$ cat config.mk
export PLATFORM = sky130hd
export DESIGN_NAME = frl_checkpoint_ctrl_flat
export DESIGN_NICKNAME = d
export VERILOG_FILES = /design/src/rtl/frl_checkpoint_ctrl_if.sv /design/src/rtl/frl_checkpoint_ctrl.sv /design/src/flat_wrapper.sv
export SDC_FILE = /design/constraint.sdc
export NUM_CORES = 1
export LEC_CHECK = 0
export CAP_MARGIN = 20
export CORE_UTILIZATION = 54
export DETAILED_ROUTE_END_ITERATION = 10
export GPL_TIMING_DRIVEN = 0
export PLACE_DENSITY = 0.76
export REMOVE_ABC_BUFFERS = 1
export SETUP_SLACK_MARGIN = 0.5
export SLEW_MARGIN = 15
export SYNTH_ARGS = -nofsm -noshare
export SYNTH_HDL_FRONTEND = slang
export SYNTH_SLANG_ARGS = --single-unit
$ cat constraint.sdc
create_clock -name clk -period 4.7 [get_ports clk]
set_input_delay 0.94 -clock clk [delete_from_list [all_inputs] [get_ports clk]]
set_output_delay 0.94 -clock clk [all_outputs]
set_load 0.02 [all_outputs]
$ cat src/rtl/frl_checkpoint_ctrl_if.sv
// Bundle between dispatch/commit/branch-resolve logic and the free-list checkpoint
// controller. The core side uses the master modport and the controller uses the slave modport.
interface frl_checkpoint_ctrl_if #(
  parameter int NUM_D_REG = 32,
  parameter int NUM_S_REG = 8,
  parameter int NUM_CKPT  = 4
);
  localparam int CW = $clog2(NUM_CKPT);
  localparam int DW = $clog2(NUM_D_REG);
  localparam int SW = $clog2(NUM_S_REG);

  logic                 branch_valid;
  logic [NUM_D_REG-1:0] r_free_next;
  logic [NUM_S_REG-1:0] s_free_next;
  logic                 ckpt_full;
  logic [CW-1:0]        ckpt_id;
  logic                 resolve_valid;
  logic [CW-1:0]        resolve_id;
  logic                 resolve_mispredict;
  logic                 return_r;
  logic [DW-1:0]        return_r_addr;
  logic                 return_s;
  logic [SW-1:0]        return_s_addr;
  logic                 restore;
  logic [NUM_D_REG-1:0] restore_r_free;
  logic [NUM_S_REG-1:0] restore_s_free;
  logic [CW:0]          count;

  modport master (
    output branch_valid, r_free_next, s_free_next, resolve_valid, resolve_id,
           resolve_mispredict, return_r, return_r_addr, return_s, return_s_addr,
    input  ckpt_full, ckpt_id, restore, restore_r_free, restore_s_free, count
  );

  modport slave (
    input  branch_valid, r_free_next, s_free_next, resolve_valid, resolve_id,
           resolve_mispredict, return_r, return_r_addr, return_s, return_s_addr,
    output ckpt_full, ckpt_id, restore, restore_r_free, restore_s_free, count
  );
endinterface

$ cat src/rtl/frl_checkpoint_ctrl.sv
// Circular buffer of speculative free-list snapshots, one per in-flight branch.
// The controller merges commit returns into live snapshots and restores a snapshot on a mispredict.
module frl_checkpoint_ctrl #(
  parameter int NUM_D_REG = 32,
  parameter int NUM_S_REG = 8,
  parameter int NUM_CKPT  = 4
) (
  input  logic                   clk,
  input  logic                   n_rst,
  frl_checkpoint_ctrl_if.slave   bus
);
  localparam int CW = $clog2(NUM_CKPT);
  localparam int PW = CW + 1;

  logic [PW-1:0]        head_reg, head_next, tail_reg, tail_next;
  logic                 live_reg [NUM_CKPT];
  logic                 live_next [NUM_CKPT];
  logic                 resolved_reg [NUM_CKPT];
  logic                 resolved_next [NUM_CKPT];
  logic [NUM_D_REG-1:0] r_snap_reg [NUM_CKPT];
  logic [NUM_D_REG-1:0] r_snap_next [NUM_CKPT];
  logic [NUM_S_REG-1:0] s_snap_reg [NUM_CKPT];
  logic [NUM_S_REG-1:0] s_snap_next [NUM_CKPT];
  logic [NUM_D_REG-1:0] rbuf_reg, rbuf_next;
  logic [NUM_S_REG-1:0] sbuf_reg, sbuf_next;
  logic                 rst_pend_reg, rst_pend_next;

  logic [CW-1:0]        head_idx, tail_idx, mp_ofs;
  logic [NUM_D_REG-1:0] ret_r_vec;
  logic [NUM_S_REG-1:0] ret_s_vec;
  logic                 tgt_live, mispredict, good_resolve, head_resolved, retire, alloc;

  assign head_idx      = head_reg[CW-1:0];
  assign tail_idx      = tail_reg[CW-1:0];
  assign bus.count     = tail_reg - head_reg;
  assign bus.ckpt_full = (bus.count == PW'(NUM_CKPT));
  assign bus.ckpt_id   = tail_idx;

  assign ret_r_vec = bus.return_r ? (NUM_D_REG'(1) << bus.return_r_addr) : '0;
  assign ret_s_vec = bus.return_s ? (NUM_S_REG'(1) << bus.return_s_addr) : '0;

  assign tgt_live      = live_reg[bus.resolve_id];
  assign mispredict    = bus.resolve_valid & bus.resolve_mispredict & tgt_live;
  assign good_resolve  = bus.resolve_valid & ~bus.resolve_mispredict & tgt_live;
  // Age of the mispredicted slot relative to the oldest live slot; zero means it is the oldest.
  assign mp_ofs        = bus.resolve_id - head_idx;
  assign head_resolved = resolved_reg[head_idx] | (good_resolve & (bus.resolve_id == head_idx));
  assign retire        = live_reg[head_idx] & head_resolved & ~(mispredict & (mp_ofs == '0));
  assign alloc         = bus.branch_valid & ~bus.ckpt_full & ~mispredict;

  genvar gi;
  generate
    for (gi = 0; gi < NUM_CKPT; gi++) begin : g_slot
      logic [CW-1:0] ofs;
      logic          kill, is_alloc, is_retire, is_resolve;

      assign ofs        = CW'(gi) - head_idx;
      assign kill       = mispredict & (ofs >= mp_ofs);
      assign is_alloc   = alloc & (tail_idx == CW'(gi));
      assign is_retire  = retire & (head_idx == CW'(gi));
      assign is_resolve = good_resolve & (bus.resolve_id == CW'(gi));

      assign live_next[gi]     = is_alloc ? 1'b1 : ((kill | is_retire) ? 1'b0 : live_reg[gi]);
      assign resolved_next[gi] = is_alloc ? 1'b0 : (is_resolve ? 1'b1 : resolved_reg[gi]);
      assign r_snap_next[gi]   = is_alloc ? bus.r_free_next :
                                 (live_reg[gi] ? (r_snap_reg[gi] | ret_r_vec) : r_snap_reg[gi]);
      assign s_snap_next[gi]   = is_alloc ? bus.s_free_next :
                                 (live_reg[gi] ? (s_snap_reg[gi] | ret_s_vec) : s_snap_reg[gi]);
    end
  endgenerate

  always_comb begin
    head_next     = head_reg;
    tail_next     = tail_reg;
    rbuf_next     = rbuf_reg;
    sbuf_next     = sbuf_reg;
    rst_pend_next = 1'b0;
    if (retire) begin
      head_next = head_reg + PW'(1);
    end
    if (mispredict) begin
      // Rebuild tail from head so the wrap bit always yields a smaller count.
      tail_next     = head_reg + PW'(mp_ofs);
      rbuf_next     = r_snap_reg[bus.resolve_id] | ret_r_vec;
      sbuf_next     = s_snap_reg[bus.resolve_id] | ret_s_vec;
      rst_pend_next = 1'b1;
    end else if (alloc) begin
      tail_next = tail_reg + PW'(1);
    end
  end

  always_ff @(posedge clk) begin
    if (!n_rst) begin
      head_reg     <= '0;
      tail_reg     <= '0;
      rbuf_reg     <= '0;
      sbuf_reg     <= '0;
      rst_pend_reg <= 1'b0;
      for (int i = 0; i < NUM_CKPT; i++) begin
        live_reg[i]     <= 1'b0;
        resolved_reg[i] <= 1'b0;
      end
    end else begin
      head_reg     <= head_next;
      tail_reg     <= tail_next;
      rbuf_reg     <= rbuf_next;
      sbuf_reg     <= sbuf_next;
      rst_pend_reg <= rst_pend_next;
      for (int i = 0; i < NUM_CKPT; i++) begin
        live_reg[i]     <= live_next[i];
        resolved_reg[i] <= resolved_next[i];
      end
    end
  end

  // Snapshot contents only matter while the slot is live, so they carry no reset.
  always_ff @(posedge clk) begin
    for (int i = 0; i < NUM_CKPT; i++) begin
      r_snap_reg[i] <= r_snap_next[i];
      s_snap_reg[i] <= s_snap_next[i];
    end
  end

  // A reset arriving in the restore cycle suppresses the pulse; same-cycle commits are folded in.
  assign bus.restore        = rst_pend_reg & n_rst;
  assign bus.restore_r_free = bus.restore ? (rbuf_reg | ret_r_vec) : '0;
  assign bus.restore_s_free = bus.restore ? (sbuf_reg | ret_s_vec) : '0;
endmodule

$ cat src/flat_wrapper.sv
// flat-port wrapper written by rule: the top's interface ports become plain ports
module frl_checkpoint_ctrl_flat 
#(
  parameter int NUM_D_REG = 32,
  parameter int NUM_S_REG = 8,
  parameter int NUM_CKPT  = 4
)
  (clk, n_rst, bus_branch_valid, bus_r_free_next, bus_s_free_next, bus_resolve_valid, bus_resolve_id, bus_resolve_mispredict, bus_return_r, bus_return_r_addr, bus_return_s, bus_return_s_addr, bus_ckpt_full, bus_ckpt_id, bus_restore, bus_restore_r_free, bus_restore_s_free, bus_count);
  frl_checkpoint_ctrl_if #(.NUM_D_REG(NUM_D_REG), .NUM_S_REG(NUM_S_REG), .NUM_CKPT(NUM_CKPT)) bus_i ();
  input  logic clk;
  input  logic n_rst;
  input wire logic [$bits(bus_i.branch_valid)-1:0] bus_branch_valid;
  input wire logic [$bits(bus_i.r_free_next)-1:0] bus_r_free_next;
  input wire logic [$bits(bus_i.s_free_next)-1:0] bus_s_free_next;
  input wire logic [$bits(bus_i.resolve_valid)-1:0] bus_resolve_valid;
  input wire logic [$bits(bus_i.resolve_id)-1:0] bus_resolve_id;
  input wire logic [$bits(bus_i.resolve_mispredict)-1:0] bus_resolve_mispredict;
  input wire logic [$bits(bus_i.return_r)-1:0] bus_return_r;
  input wire logic [$bits(bus_i.return_r_addr)-1:0] bus_return_r_addr;
  input wire logic [$bits(bus_i.return_s)-1:0] bus_return_s;
  input wire logic [$bits(bus_i.return_s_addr)-1:0] bus_return_s_addr;
  output wire logic [$bits(bus_i.ckpt_full)-1:0] bus_ckpt_full;
  output wire logic [$bits(bus_i.ckpt_id)-1:0] bus_ckpt_id;
  output wire logic [$bits(bus_i.restore)-1:0] bus_restore;
  output wire logic [$bits(bus_i.restore_r_free)-1:0] bus_restore_r_free;
  output wire logic [$bits(bus_i.restore_s_free)-1:0] bus_restore_s_free;
  output wire logic [$bits(bus_i.count)-1:0] bus_count;
  assign bus_i.branch_valid = bus_branch_valid;
  assign bus_i.r_free_next = bus_r_free_next;
  assign bus_i.s_free_next = bus_s_free_next;
  assign bus_i.resolve_valid = bus_resolve_valid;
  assign bus_i.resolve_id = bus_resolve_id;
  assign bus_i.resolve_mispredict = bus_resolve_mispredict;
  assign bus_i.return_r = bus_return_r;
  assign bus_i.return_r_addr = bus_return_r_addr;
  assign bus_i.return_s = bus_return_s;
  assign bus_i.return_s_addr = bus_return_s_addr;
  assign bus_ckpt_full = bus_i.ckpt_full;
  assign bus_ckpt_id = bus_i.ckpt_id;
  assign bus_restore = bus_i.restore;
  assign bus_restore_r_free = bus_i.restore_r_free;
  assign bus_restore_s_free = bus_i.restore_s_free;
  assign bus_count = bus_i.count;
  frl_checkpoint_ctrl #(.NUM_D_REG(NUM_D_REG), .NUM_S_REG(NUM_S_REG), .NUM_CKPT(NUM_CKPT)) u_core (.clk(clk), .n_rst(n_rst), .bus(bus_i));
endmodule
==> summary.md <==
| Metric | Value |
|---|---|
| Critical R2R Capture | `u_core.r_snap_reg[3][5]$_DFFE_PP_` |
| Antenna Nets Post-Route | `0` |
| DRC viols | `0` |
| Worst-path maximum fanout | `8` |
| Register share of total power | `47.6%` |
| Clock Path Buffers | `3` |
| Number of buffers added on ports | `103` |
| Worst Hold Launch | `u_core.head_reg[2]$_SDFFE_PN0P_` |
| Leakage | `4.655 nW` |
| Final Hold Vio Count | `0` |
| RSZ-0062 raised after global routing | `yes` |
| Initial antenna violation count | `2` |
| Vias in the first global route | `8,941` |
| Die height | `146.9 um` |
| GRT Total Usage | `27.74%` |
| Total gr overflow | `0` |
| Slew HR | `44.75%` |
| Reg2Reg Depth | `9` |
| CTS Root Cell | `clkbuf_16` |
| Final Worst Setup Slack | `0.5560 ns` |
| Max-cap viol count | `0` |
| Max Clock Skew | `0.02228 ns` |
| Die Width | `146.9 um` |
| Initial Utilization | `55.53%` |
| Comb power frac | `16.4%` |
| Antenna Cells | `0` |
| Wire length per cell | `18.82 um` |
| Max-slew violation count | `0` |
| DR vias/cell | `5.818` |
| Peak VDD IR | `394.8 uV` |
| Fillers | `1,605` |
| Worst setup path class | `in -> out` |
| Post-synth EDFFs | `161` |
| Largest net degree at the start of global routing | `48` |
| Clock share of power | `35.9%` |
| Clock sinks | `217` |
| RR Startpoint | `u_core.tail_reg[0]$_SDFFE_PN0P_` |
| Synthesized area | `0.01134 sq mm` |
| FF+latch area | `0.005956 sq mm` |
| Core Area | `0.02043 sq mm` |
| Yosys top cell area share | `42.62%` |
| Routed wire length | `29,620 um` |
| I/O pin total | `104` |
| Worst EP required | `3.76 ns` |
| Place WS | `0.001103 ns` |
| H-Tree Depth | `1` |
| CP Launch Type | `input pin` |
| Seq/Total Area, Yosys | `52.50%` |
| Internal Power | `0.003808 W` |
| Die area | `0.02159 sq mm` |
| Hold path depth | `2` |
| # nets final | `1,362` |
| Layout overhead on the synthesized area | `21.44%` |
| CTS Buf Count | `24` |
| CP endpoint kind | `output pin` |
| Final worst path period share | `88.17%` |
| Mean Syn Cell Area | `9.454 sq um` |
| Multi-input gate area | `0.005121 sq mm` |
| Largest register FFs | `128` |
| Rows | `52` |
| Yosys warning total | `0` |
| Hold Slack | `0.5144 ns` |
| Seq cells post-synth | `217` |
| CTS tree | `done` |
| Share of cells above drive strength 1 | `11.58%` |
| Final number of setup-violating endpoints | `0` |
| Dominant cell type by area after synthesis | `edfxtp_1` |
| Net switching power | `0.001340 W` |
| Clock transition at path regs | `0.06 ns` |
| CP Data Arrival Time | `3.20 ns` |
| Ys async rst share | `0%` |
| Post-DP HPWL | `18,900 um` |
| Vias | `9,157` |
| Worst skew pair latency | `0.52 ns` |
| Max Fclk | `0.2413 GHz` |
| DR iter-0 viols | `950` |
| Minimum clock period | `4.144 ns` |
| Hold EP | `u_core.head_reg[2]$_SDFFE_PN0P_` |
| First-pass GRT wire length | `46,990 um` |
| PwrDens | `373.6 mW/mm^2` |
| Top post-synthesis cells by area | `edfxtp_1, nor2_1, dfxtp_1` |
| Worst Tran Pin Value | `0.8287 ns` |
| Sw frac | `26.03%` |
| Setup TNS | `0 ns` |
| Syn Inst Count | `1,200` |
| Cell variety after synth | `47` |
| Drt pass-1 iters | `7` |
| Worst reg2reg setup slack | `1.07 ns` |
| RD Place Congestion | `0.7957` |
| Worst min-delay path category | `reg -> reg` |
| Status | `complete, no violations` |
| Ys flop type | `edfxtp_1` |
[worst max path at each step]
stage                                     from  cells past startpoint                           endpoint
after global placement       bus_resolve_id[0]                      5  u_core.s_snap_reg[2][5]$_DFFE_PP_
after global routing              bus_return_r                      6             bus_restore_r_free[24]
after floorplan              bus_resolve_id[1]                      4  u_core.r_snap_reg[2][0]$_DFFE_PP_
after CTS                 bus_return_r_addr[2]                      7              bus_restore_r_free[8]
final                             bus_return_r                      6             bus_restore_r_free[24]
after detailed placement     bus_resolve_id[1]                      8  u_core.r_snap_reg[3][1]$_DFFE_PP_
[logic make-up (layout without fill, tap and decap cells)]
logic type / Yosys count / after routing / synth area share, %
fa+ha+maj: 17 / 17 / 2.140
simple gates: 595 / 595 / 21.57
flops: 217 / 217 / 52.50
xor+xnor: 6 / 6 / 0.5956
compound gates: 226 / 226 / 10.46
buf+inv: 89 / 193 / 3.584
mux: 50 / 50 / 9.154
[cell usage in the layout (no fill, tap or decap), drive strengths merged, types with 6 or more instances in the layout]
cell type	instances
a21oi	6
buf	33
clkbuf	33
clkdlybuf4s50	96
clkinv	9
dfxtp	56
edfxtp	161
ha	13
inv	18
mux2i	8
mux4	42
nand2	186
nand2b	10
nor2	318
nor3	58
o21ai	207
[power groups by stage]
stage	logic (W)	registers [W]	clock network, W
finish	0.000845	0.00245	0.00185
detailed placement	0.000827	0.00249	0
global placement	0.000762	0.00249	0
CTS	0.000838	0.00245	0.00187
global route	0.000919	0.00248	0.00194
floorplan	0.000495	0.00246	0
[metrics by stage]
step / power (W) / instances / utilization [%] / cell area, sq um
5_1_grt: 0.005342 / 1574 / 67.44 / 13780
3_5_place_dp: 0.003315 / 1531 / 63.17 / 12900
4_1_cts: 0.005159 / 1573 / 67.21 / 13730
2_1_floorplan: 0.002954 / 1128 / - / 11000
6_report: 0.005148 / 1574 / 67.44 / 13780
3_3_place_gp: 0.003251 / 1501 / 60.55 / 12370
[critical path: stages]
cell and delay, ns:
clkdlybuf4s50_1 0.61, nand4b_1 0.36, nor3_4 0.37, nor2_1 0.07, nor2_1 0.20, clkdlybuf4s50_1 0.65
[what timing repair did]
| item | CTS | global route |
|---|---|---|
| endpoints found under the setup margin | 19 | 53 |
| buffers inserted | 0 | 1 |
| hold buffers | 0 | 0 |
| resized for setup | 19 | 18 |
| gates cloned | 0 | 0 |
[cells in the mapped netlist, drive strengths merged (3+ instances only)]
master / instances
edfxtp: 161
mux4: 42
nand2b: 10
nor2: 318
clkbuf: 28
a21oi: 6
nor3b: 3
a31oi: 3
nand3b: 4
inv: 17
xnor2: 3
buf: 44
nand4b: 3
ha: 13
o21ai: 207
dfxtp: 56
nand2: 186
or2: 4
mux2i: 8
fa: 4
nor3: 58
[routing by layer]
| layer | up-vias | share of wire (%) | global-route usage, % |
|---|---|---|---|
| li1 | 4367 | - | - |
| met1 | 4350 | 40 | 37.40 |
| met2 | 387 | 50 | 47.61 |
| met3 | 49 | 8.3 | 3.820 |
| met4 | 4 | 1.6 | 6.753 |
| met5 | - | 0.091 | 0 |
[cell type report]
type / instances / share of cell area (%)
sequential: 217 / 43.23
tap: 270 / 2.452
inverter: 17 / 0.4632
clock inverter: 12 / 0.7992
clock buffer: 30 / 4.750
multi-input combinational: 894 / 37.17
timing repair buffer: 134 / 11.13
No activity file was read; power rests on OpenSTA's default activity.
